==> src/rtl/mem_access_stage.sv <==
// Memory-access pipeline stage: turns an Execute record into a byte/half/word
// load or store on a req/ack data-memory port and emits a write-back record.
module mem_access_stage #(
    parameter int TIMEOUT_CYCLES = 255
) (
    input  logic        clock,
    input  logic        reset,
    input  logic        in_valid,
    output logic        in_ready,
    input  logic [31:0] alu_result,
    input  logic [31:0] store_data,
    input  logic [3:0]  mem_op,
    input  logic [4:0]  dest_reg,
    output logic        dmem_req,
    output logic        dmem_we,
    output logic [31:0] dmem_addr,
    output logic [31:0] dmem_wdata,
    output logic [3:0]  dmem_be,
    input  logic [31:0] dmem_rdata,
    input  logic        dmem_ack,
    output logic        out_valid,
    input  logic        out_ready,
    output logic [31:0] wb_data,
    output logic [4:0]  wb_reg,
    output logic        wb_en,
    output logic        misaligned,
    output logic        bus_error,
    output logic [1:0]  dbg_state
);

    // Handshake: a record moves when valid and ready are both high in the same
    // cycle; valid may not depend on ready, and a presented record stays put.
    localparam logic [1:0] IDLE = 2'd0;
    localparam logic [1:0] REQ  = 2'd1;
    localparam logic [1:0] RESP = 2'd2;

    localparam logic [3:0] OP_LB  = 4'd1;
    localparam logic [3:0] OP_LBU = 4'd2;
    localparam logic [3:0] OP_LH  = 4'd3;
    localparam logic [3:0] OP_LHU = 4'd4;
    localparam logic [3:0] OP_LW  = 4'd5;
    localparam logic [3:0] OP_SB  = 4'd6;
    localparam logic [3:0] OP_SH  = 4'd7;
    localparam logic [3:0] OP_SW  = 4'd8;

    localparam logic [1:0] SZ_BYTE = 2'd0;
    localparam logic [1:0] SZ_HALF = 2'd1;
    localparam logic [1:0] SZ_WORD = 2'd2;

    localparam logic [15:0] TIMER_LAST = 16'(TIMEOUT_CYCLES - 1);

    logic [1:0]  state;
    logic [3:0]  op_q;
    logic [1:0]  off_q;
    logic [15:0] timer_q;

    logic        accept;
    logic        in_is_mem;
    logic        in_is_store;
    logic [1:0]  in_size;
    logic        in_misaligned;
    logic [3:0]  in_be;
    logic [31:0] in_wdata;

    logic        is_load_q;
    logic [7:0]  ld_byte;
    logic [15:0] ld_half;
    logic [31:0] load_value;

    assign in_ready  = (state == IDLE) | ((state == RESP) & out_ready);
    assign accept    = in_valid & in_ready;
    assign dbg_state = state;

    assign in_is_mem   = (mem_op >= OP_LB) && (mem_op <= OP_SW);
    assign in_is_store = (mem_op >= OP_SB) && (mem_op <= OP_SW);

    always_comb begin
        in_size = SZ_WORD;
        case (mem_op)
            OP_LB, OP_LBU, OP_SB: in_size = SZ_BYTE;
            OP_LH, OP_LHU, OP_SH: in_size = SZ_HALF;
            default:              in_size = SZ_WORD;
        endcase
    end

    assign in_misaligned = in_is_mem &&
        (((in_size == SZ_HALF) && alu_result[0]) ||
         ((in_size == SZ_WORD) && (alu_result[1:0] != 2'b00)));

    // Big-endian lanes: address offset 0 lives in be[3] / wdata[31:24].
    always_comb begin
        in_be    = 4'b1111;
        in_wdata = store_data;
        if (in_is_store) begin
            case (in_size)
                SZ_BYTE: begin
                    in_be    = 4'b1000 >> alu_result[1:0];
                    in_wdata = {4{store_data[7:0]}};
                end
                SZ_HALF: begin
                    in_be    = alu_result[1] ? 4'b0011 : 4'b1100;
                    in_wdata = {2{store_data[15:0]}};
                end
                default: begin
                    in_be    = 4'b1111;
                    in_wdata = store_data;
                end
            endcase
        end
    end

    assign is_load_q = (op_q >= OP_LB) && (op_q <= OP_LW);

    always_comb begin
        ld_byte = dmem_rdata[31:24];
        case (off_q)
            2'd0:    ld_byte = dmem_rdata[31:24];
            2'd1:    ld_byte = dmem_rdata[23:16];
            2'd2:    ld_byte = dmem_rdata[15:8];
            default: ld_byte = dmem_rdata[7:0];
        endcase
    end

    assign ld_half = off_q[1] ? dmem_rdata[15:0] : dmem_rdata[31:16];

    always_comb begin
        load_value = dmem_rdata;
        case (op_q)
            OP_LB:   load_value = {{24{ld_byte[7]}}, ld_byte};
            OP_LBU:  load_value = {24'd0, ld_byte};
            OP_LH:   load_value = {{16{ld_half[15]}}, ld_half};
            OP_LHU:  load_value = {16'd0, ld_half};
            default: load_value = dmem_rdata;
        endcase
    end

    always_ff @(posedge clock) begin
        if (reset) begin
            state      <= IDLE;
            op_q       <= 4'd0;
            off_q      <= 2'd0;
            timer_q    <= 16'd0;
            dmem_req   <= 1'b0;
            dmem_we    <= 1'b0;
            dmem_addr  <= 32'd0;
            dmem_wdata <= 32'd0;
            dmem_be    <= 4'd0;
            out_valid  <= 1'b0;
            wb_data    <= 32'd0;
            wb_reg     <= 5'd0;
            wb_en      <= 1'b0;
            misaligned <= 1'b0;
            bus_error  <= 1'b0;
        end else if (accept) begin
            op_q       <= mem_op;
            off_q      <= alu_result[1:0];
            timer_q    <= 16'd0;
            wb_reg     <= dest_reg;
            wb_data    <= alu_result;
            misaligned <= 1'b0;
            bus_error  <= 1'b0;
            if (!in_is_mem) begin
                state     <= RESP;
                out_valid <= 1'b1;
                wb_en     <= (dest_reg != 5'd0);
            end else if (in_misaligned) begin
                state      <= RESP;
                out_valid  <= 1'b1;
                wb_en      <= 1'b0;
                misaligned <= 1'b1;
            end else begin
                state      <= REQ;
                out_valid  <= 1'b0;
                wb_en      <= 1'b0;
                dmem_req   <= 1'b1;
                dmem_we    <= in_is_store;
                dmem_addr  <= {alu_result[31:2], 2'b00};
                dmem_be    <= in_be;
                dmem_wdata <= in_wdata;
            end
        end else begin
            case (state)
                REQ: begin
                    // An ack in the expiry cycle still completes normally.
                    if (dmem_ack) begin
                        dmem_req  <= 1'b0;
                        state     <= RESP;
                        out_valid <= 1'b1;
                        if (is_load_q) begin
                            wb_data <= load_value;
                            wb_en   <= (wb_reg != 5'd0);
                        end else begin
                            wb_en <= 1'b0;
                        end
                    end else if (timer_q == TIMER_LAST) begin
                        dmem_req  <= 1'b0;
                        state     <= RESP;
                        out_valid <= 1'b1;
                        bus_error <= 1'b1;
                        wb_en     <= 1'b0;
                    end else begin
                        timer_q <= timer_q + 16'd1;
                    end
                end
                RESP: begin
                    if (out_ready) begin
                        state     <= IDLE;
                        out_valid <= 1'b0;
                    end
                end
                default: ;
            endcase
        end
    end

endmodule

==> config.mk <==
export PLATFORM = sky130hd
export DESIGN_NAME = mem_access_stage
export DESIGN_NICKNAME = d
export VERILOG_FILES = /design/src/rtl/mem_access_stage.sv
export SDC_FILE = /design/constraint.sdc
export NUM_CORES = 1
export LEC_CHECK = 0
export ABC_AREA = 1
export CAP_MARGIN = 20
export CORE_MARGIN = 2
export CORE_UTILIZATION = 45
export CTS_CLUSTER_SIZE = 30
export DETAILED_ROUTE_END_ITERATION = 12
export PLACE_DENSITY = 0.83
export SLEW_MARGIN = 20
export SYNTH_ARGS = -nofsm -noshare
export SYNTH_HDL_FRONTEND = slang
export SYNTH_SLANG_ARGS = --single-unit
==> constraint.sdc <==
create_clock -name clock -period 2 [get_ports clock]
set_clock_uncertainty 0.05 [all_clocks]
set_input_delay 0.3 -clock clock [delete_from_list [all_inputs] [get_ports clock]]
set_output_delay 0.3 -clock clock [all_outputs]
set_load 0.005 [all_outputs]
Yosys cells after proc, flatten, opt, wreduce, memory -nomap -nowiden --
Cells that the tools add are included.
Word-level totals: bits in registers 133, input bits 110, output and inout port bits 114, logic and storage cells 116
Operators by class: add/subtract/negate cells 1, magnitude comparators 5, equality and inequality tests 21, shift operators 1, mux-type cells 39, bitwise logic cells 6, reduce and logical (&&, ||, !) cells 28
Operator list (count):
- 32-bit two-way mux | 5
- 32-bit case mux with 4 select lines | 1
- 32-bit case mux with 2 select lines | 1
- 8-bit case mux with 3 select lines | 1
- 1-bit two-way mux | 18
- 16-bit by 1-bit adder with 16-bit output, second input constant | 1
- 16-bit by 8-bit equality test with 1-bit output, second input constant | 1
- 4-bit by 2-bit equality test with 1-bit output, second input constant | 4
- 4-bit by 3-bit equality test with 1-bit output, second input constant | 4
- 16-bit two-way mux | 1
- 3-bit AND reduction | 5
- 2-bit two-way mux | 6
- 5-bit nonzero test | 2
- 4-bit by 1-bit equality test with 1-bit output, second input constant | 2
- 4-bit by 1-bit greater-or-equal comparator with 1-bit output, second input constant | 2
- 4-bit two-way mux | 2
- 2-bit case mux with 2 select lines | 2
- 4-bit case mux with 2 select lines | 1
- 2-bit nonzero test | 4
- 2-bit by 1-bit equality test with 1-bit output, second input constant | 3
- 2-bit equality test, second input constant | 3
- 1-bit logical AND | 6
- 2-bit logical NOT | 3
- 3-bit nonzero test | 2
- 17 further kinds | 21

Depth between registers and ports, before layout --
Gate-level depths: netlist (run 1).
depth in word-level cells 10, depth in mapped cells 13, depth with buffers taken out 11

Worst setup path before layout (run 1) --
Ideal clock, no wire load.
path kind reg-to-reg, from register, netlist name out_valid, to register dmem_wdata[24], setup time 0.115 ns, data arrival time 1.354 ns, data required time 1.835 ns, path slack 0.481 ns, cell stages (with the launch flop) 11, path buffers 1, cells stage by stage dfxtp_1 -> nand2_1 -> nand2_2 -> nor2_8 -> inv_2 -> a21oi_2 -> nand2_4 -> inv_2 -> buf_4 -> nand3_1 -> and2_1
RTL lines:
- to (signal assigned) | line 179 | dmem_wdata <= in_wdata;
- to (decl) | line 17 | output logic [31:0] dmem_wdata,

Final worst setup path (run 1) --
from register state[0] (netlist: dbg_state[0]), to register timer_q[3]
On the way: cells in the longest elaborated chain, start to end 5, elaborated cells between the ends (all ways) 8, classes of those cells eq/ne: 2; bitwise: 3; reduce/logical: 3
Ends and longest elaborated chain:
- from (decl) | line 52 | logic [1:0] state;
- from (signal assigned) | line 139 | state <= IDLE;
- from (signal assigned) | line 163 | state <= RESP;
- from (signal assigned) | line 167 | state <= RESP;
- 2-bit equality test | line 70 | assign in_ready = (state == IDLE) | ((state == RESP) & out_ready);
- 1-bit AND | line 70
- 1-bit bitwise OR | line 70
- 1-bit AND | line 71 | assign accept = in_valid & in_ready;
- 2-bit OR reduction (no source line)
- to (signal assigned) | line 202 | timer_q <= timer_q + 16'd1;
- to (decl) | line 55 | logic [15:0] timer_q;
Parallel ways exist; a longest one is shown, timed or not. A chain may end at the register's enable or synchronous reset.

==> results.py, run 1 <==
metrics = {
    "clock_network": {
        "cts_tree": "built",
        "clkTransAtPathRegs_ns": 0.05,
        "clk_latency_ns": 0.41,
        "cts-root-buf": "clkbuf_16",
        "cts_setup_buffers": 0,
        "cts.sinks": 132,
        "cts_buffer_depth": 2,
        "cts-buffers-inserted": 17,
        "htree_levels": 4,
    },
    "grt": {
        "grt_first_pass_wirelength_um": 36100,
        "track_usage": 0.275,
        "antenna_found_initial": 0,
        "grt_max_degree": 56,
        "grt_overflow": 0,
        "first_global_vias": 7576,
    },
    "outcome": {
        "status": "finished, final reports clean",
    },
    "routing": {
        "wl_per_cell_um": 14.9,
        "drt_wl_total_um": 23100,
        "drc": 0,
        "vias": 7978,
        "firstDrtPassIters": 5,
        "first_iter_violations": 479,
        "detail-route-antenna-nets": 0,
        "viasPerCell": 5.14,
    },
    "yosys": {
        "synth_fa_ha_area_frac": 0.00360,
        "synthXorXnorAreaFrac": 0.0113,
        "synth_edf_count": 0,
        "syn_avg_cell_area_um2": 6.28,
        "yosys_warnings": 0,
        "yosysUniqueCellTypes": 36,
        "synth_compound_area_frac": 0.156,
        "netlist_area_um2": 6960,
        "ys_seq_area_frac": 0.380,
        "ys.flop_type": "dfxtp_1",
        "postSynthCellCount": 1108,
        "synth_top_family_by_area": "simple AND/OR/NAND/NOR gates",
        "synthSimpleGateAreaFrac": 0.335,
        "synth_mux_area_frac": 0.00144,
        "synth_seq_cells": 132,
        "ys_async_sr_fraction": 0,
    },
    "layout": {
        "nFillCells": 1266,
        "fin_util": 0.680,
        "stdcell_count": 1553,
        "fin_nets": 1465,
        "layout-drive-gt1-share": 0.0872,
        "diodes": 0,
        "syn2layout_area_growth_pct": 48.0,
        "largestRegisters": "dmem_wdata x32, wb_data x32, dmem_addr x30",
    },
    "setup_path": {
        "arrival_ns": 2.06,
        "cp.required_ns": 2.29,
        "cp-start-kind": "flop",
        "crit_type": "flop to flop",
        "critPathCaptureType": "flop",
        "path_max_fanout": 16,
        "slowest_delay_ns": 0.37,
        "cp_slowest_cell": "dfxtp_1",
        "path_cells": "inv_2 -> nor2_1 -> inv_1 -> nor2_1 -> nand2_2 -> inv_2 -> nand3b_1 -> a21oi_1",
    },
    "placed_design": {
        "place_ws_ns": -0.126,
        "io_buffers": 221,
        "placed_cells": 1522,
        "routabilityCongestion": 0.932,
        "dp_hpwl_um": 17300,
    },
    "power_and_ir_drop": {
        "p_clk_frac": 0.403,
        "p_sw_frac": 0.282,
        "p_int_uw": 5520,
        "seqPwrFrac": 0.378,
        "peakVddDrop_uv": 533,
        "p_leak_uw": 0.00441,
        "p_switching_uw": 2160,
        "power-per-cell-area_nw_per_um2": 747,
        "combPwrFrac": 0.220,
    },
    "timing": {
        "finalHoldViolCount": 0,
        "period_share": 0.882,
        "maxSlewHeadroom": 0.626,
        "worst_pin_slew_ns": 0.561,
        "grt_setup_unrepaired": "false",
        "clock.fmax_mhz": 567,
        "fin_crit_ns": 1.76,
        "setup_slack_ns": 0.236,
        "finalMaxSlewViolations": 0,
        "setup_violations": 0,
    },
    "hold_path": {
        "hp-class": "input port to flop",
    },
    "floorplanning": {
        "ios": 224,
        "dieWidth_um": 128,
        "rows": 45,
        "fp.dieArea_um2": 16500,
        "die_y_um": 128,
        "core_region_area_um2": 15100,
        "initial_core_util": 0.459,
    },
    "run": {
        "maxCapViolations": 0,
    },
}
-- repair_timing --
action                                 4_1_cts  5_1_grt
endpoints found under the hold margin        0        0
setup endpoints to repair                    1        0
resized for setup                            2        0
hold buffers                                 0        0
-- cell families after synthesis --
family	Yosys count
adders and majority gates	2
buffers and inverters	185
AOI/OAI and AO/OA	209
and+or+nand+nor	569
other	1
xor gates and xnor gates	9
DFF	132
muxes	1
-- metal layers --
layer  global-route usage  wire, um
met1                0.325      9510
met2                0.476     11000
met3               0.0644      1740
met4                0.124       789
met5                    0         0
-- stage by stage --
| stage | power (uW) | hold slack (ns) | instance area [um2] | TNS [ns] |
|---|---|---|---|---|
| after floorplan | 3730 | 0.385 | 6960 | 0 |
| after global placement | 4600 | 0.409 | 9700 | -0.835 |
| after detailed placement | 4620 | 0.414 | 9700 | -2.52 |
| after CTS | 7720 | 0.228 | 10300 | 0 |
| after global routing | 8020 | 0.291 | 10300 | 0 |
| final | 7680 | 0.245 | 10300 | 0 |
-- area by class of cell --
| type | instances | area, um2 | share of cell area |
|---|---|---|---|
| multi-input combinational | 792 | 3540 | 0.344 |
| timing repair buffer | 282 | 2800 | 0.272 |
| sequential | 132 | 2640 | 0.257 |
| inverter | 128 | 480 | 0.0467 |
| clock buffer | 18 | 439 | 0.0427 |
| tap | 188 | 235 | 0.0229 |
| clock inverter | 13 | 150 | 0.0146 |
-- critical path, delay by kind of cell (launching register included) --
| family | cells | cell delay, ns |
|---|---|---|
| DFF | 1 | 0.37 |
| and+or+nand+nor | 4 | 0.73 |
| AOI/OAI and AO/OA | 1 | 0.13 |
| buffers and inverters | 3 | 0.43 |
-- worst paths after layout --
check                           slack [ns]  cells past startpoint          start             to
worst max-delay path                  0.24                      8   dbg_state[0]     timer_q[3]
worst min register to register        0.42                      2  dmem_addr[30]  dmem_addr[30]
worst min-delay path                  0.24                      4          reset      out_valid
worst max register to register        0.24                      8   dbg_state[0]     timer_q[3]
-- cell usage in the layout (no fill, tap or decap), types with 6 or more instances in the layout --
| master | count |
|---|---|
| buf_4 | 50 |
| buf_12 | 11 |
| o21ai_1 | 27 |
| clkbuf_16 | 17 |
| nand2_2 | 7 |
| nand4_1 | 9 |
| inv_1 | 118 |
| a21oi_1 | 86 |
| xor2_1 | 9 |
| nor2_1 | 194 |
| and2_1 | 8 |
| dfxtp_1 | 131 |
| clkdlybuf4s50_1 | 219 |
| o211ai_1 | 7 |
| nand2_1 | 271 |
| o21ai_0 | 82 |
| inv_2 | 10 |
| nand3_1 | 67 |
| nor3_1 | 6 |
-- power by group through the flow --
| stage | combinational, uW | clock (uW) | sequential, uW |
|---|---|---|---|
| after floorplan | 781 | 0 | 2950 |
| after global placement | 1650 | 0 | 2950 |
| after detailed placement | 1670 | 0 | 2960 |
| after CTS | 1680 | 3140 | 2900 |
| after global routing | 1850 | 3240 | 2920 |
| final | 1690 | 3100 | 2900 |
-- cell usage after synthesis, types with 2 or more instances --
| cell | number | area [um2] |
|---|---|---|
| inv_2 | 9 | 33.8 |
| dfxtp_1 | 132 | 2640 |
| xor2_1 | 9 | 78.8 |
| o21ai_0 | 82 | 410 |
| buf_2 | 17 | 85.1 |
| and2_1 | 8 | 50.1 |
| nand2_1 | 271 | 1020 |
| o22ai_1 | 2 | 12.5 |
| buf_4 | 5 | 37.5 |
| buf_6 | 6 | 67.6 |
| ha_1 | 2 | 25.0 |
| buf_1 | 5 | 18.8 |
| a21oi_1 | 86 | 430 |
| nand3_1 | 68 | 340 |
| o21ai_1 | 27 | 135 |
| nand2_2 | 7 | 43.8 |
| nor3_1 | 6 | 30.0 |
| inv_1 | 118 | 443 |
| clkbuf_1 | 23 | 86.3 |
| nand2_4 | 2 | 22.5 |
| o211ai_1 | 7 | 52.6 |
| nand4_1 | 9 | 56.3 |
| nor2_1 | 194 | 728 |
No activity file was read; power rests on OpenSTA's default activity.
==> run 2: changes to the inputs <==
- CORE_UTILIZATION: 45 -> 47
- PLACE_DENSITY: 0.83 -> 0.86
==> results.py, run 2 (synthesis results as in run 1) <==
metrics = {
    "placed_design": {
        "routabilityCongestion": 0.967,
        "placed_cell_area_um2": 9600,
        "io_buffers": 221,
        "dp_hpwl_um": 16900,
    },
    "power_and_ir_drop": {
        "peakVddDrop_uv": 608,
        "p_switching_uw": 2190,
        "p_sw_frac": 0.280,
        "p_int_uw": 5630,
        "p_clk_frac": 0.416,
        "p_total_uw": 7820,
        "seqPwrFrac": 0.371,
        "combPwrFrac": 0.213,
        "p_leak_uw": 0.00438,
        "power-per-cell-area_nw_per_um2": 766,
    },
    "clock_network": {
        "cts-buffers-inserted": 17,
        "cts-root-buf": "clkbuf_16",
        "clk_latency_ns": 0.42,
        "cts_buffer_depth": 2,
        "htree_levels": 4,
        "cts.sinks": 132,
        "cts_setup_buffers": 0,
        "hold_buffers": 0,
        "clkTransAtPathRegs_ns": 0.05,
        "cts_tree": "built",
    },
    "layout": {
        "largestRegisters": "dmem_wdata x32, wb_data x32, dmem_addr x30",
        "layout_common_cells": "nand2_1 (271), clkdlybuf4s50_1 (219), nor2_1 (194)",
        "layout_commonest_cell": "nand2_1",
        "syn2layout_area_growth_pct": 46.7,
        "nFillCells": 1216,
        "fin_nets": 1455,
        "layout-drive-gt1-share": 0.0811,
        "fin_util": 0.705,
        "finish.instance_area_um2": 10200,
        "diodes": 0,
    },
    "timing": {
        "finalHoldViolCount": 0,
        "finalMaxSlewViolations": 0,
        "fin_crit_ns": 1.81,
        "period_share": 0.907,
        "maxSlewHeadroom": 0.629,
        "worst_pin_slew_ns": 0.556,
        "clock.fmax_mhz": 551,
        "grt_setup_unrepaired": "false",
        "tns_ns": 0,
        "holdWs_ns": 0.262,
        "setup_violations": 0,
    },
    "setup_path": {
        "cp-startpoint": "mem_op[1]",
        "slowest_delay_ns": 0.55,
        "path_cells": "clkdlybuf4s50_1 -> inv_2 -> nand2_1 -> nand2_2 -> nand2_4 -> nand2_2 -> nand2_1 -> nand2_2 -> nand2_4 -> inv_2 -> buf_12 -> buf_4 -> nor2_1 -> nor2_1",
        "path_max_fanout": 17,
        "cp.required_ns": 2.24,
        "crit_type": "input port to flop",
        "path_buf_inv": 5,
        "critPathCaptureType": "flop",
        "cp_slowest_cell": "clkdlybuf4s50_1",
        "worstReg2RegStart": "off_q[1]",
        "cp-start-kind": "input port",
        "arrival_ns": 2.06,
        "crit_top_cell": "nand2_2",
        "crit_family": "buffers and inverters",
    },
    "floorplanning": {
        "fp.dieArea_um2": 15800,
        "initial_core_util": 0.480,
        "core_region_area_um2": 14500,
        "ios": 224,
        "die_y_um": 126,
        "rows": 44,
        "dieWidth_um": 126,
    },
    "routing": {
        "firstDrtPassIters": 6,
        "detail-route-antenna-nets": 0,
        "drc": 0,
        "first_iter_violations": 541,
        "wl_per_cell_um": 15.2,
        "viasPerCell": 5.22,
        "vias": 8043,
        "drt_wl_total_um": 23300,
    },
    "hold_path": {
        "hp-start": "reset",
        "hp-class": "input port to flop",
    },
    "grt": {
        "antenna_found_initial": 0,
        "track_usage": 0.292,
        "first_global_vias": 7536,
        "grt_overflow": 0,
        "grt_max_degree": 56,
        "grt_first_pass_wirelength_um": 37400,
    },
    "outcome": {
        "status": "finished, final reports clean",
    },
    "run": {
        "maxCapViolations": 0,
    },
}
==> run 2: worst paths after layout <==
check,end,slack [ns],cells after the start
hold reg to reg,wb_reg[2],0.43,2
setup / recovery,dmem_wdata[17],0.19,14
hold / removal,out_valid,0.26,4
setup reg to reg,wb_data[30],0.27,9
==> run 2: power groups by stage <==
stage | combinational, uW | clock, uW | sequential, uW
global route | 1830 | 3430 | 2920
floorplan | 781 | 0 | 2950
global placement | 1610 | 0 | 2950
detailed placement | 1640 | 0 | 2950
CTS | 1660 | 3270 | 2900
finish | 1670 | 3250 | 2900
==> run 2: per-stage QoR <==
step / setup slack [ns] / instances
2_1_floorplan: 0.481 / 1109
3_3_place_gp: -0.0422 / 1508
3_5_place_dp: -0.161 / 1508
4_1_cts: 0.209 / 1540
5_1_grt: 0.0845 / 1540
6_report: 0.185 / 1540
==> run 2: what timing repair did <==
action | CTS | global route
endpoints found under the setup margin | 1 | 0
endpoints found under the hold margin | 0 | 0
resized for setup | 2 | 0
==> run 2: routing by layer <==
| metal | wire (um) | GRT usage | vias to the layer above |
|---|---|---|---|
| met5 | 0 | 0 | - |
| met4 | 558 | 0.0935 | 0 |
| met1 | 9340 | 0.346 | 3659 |
| li1 | - | - | 3962 |
| met3 | 2010 | 0.0867 | 50 |
| met2 | 11400 | 0.506 | 372 |
==> run 2: layout make-up <==
cell class / count / area, um2 / area share
clock buffer: 18 / 439 / 0.0430
clock inverter: 14 / 171 / 0.0168
inverter: 128 / 480 / 0.0471
multi-input combinational: 792 / 3540 / 0.347
sequential: 132 / 2640 / 0.259
tap: 184 / 230 / 0.0226
timing repair buffer: 272 / 2700 / 0.265
==> run 2: worst min-delay path, cell delays in order <==
cell and delay (ns):
buf_2 0.10, inv_2 0.14, nand2_1 0.11, nor2_1 0.04
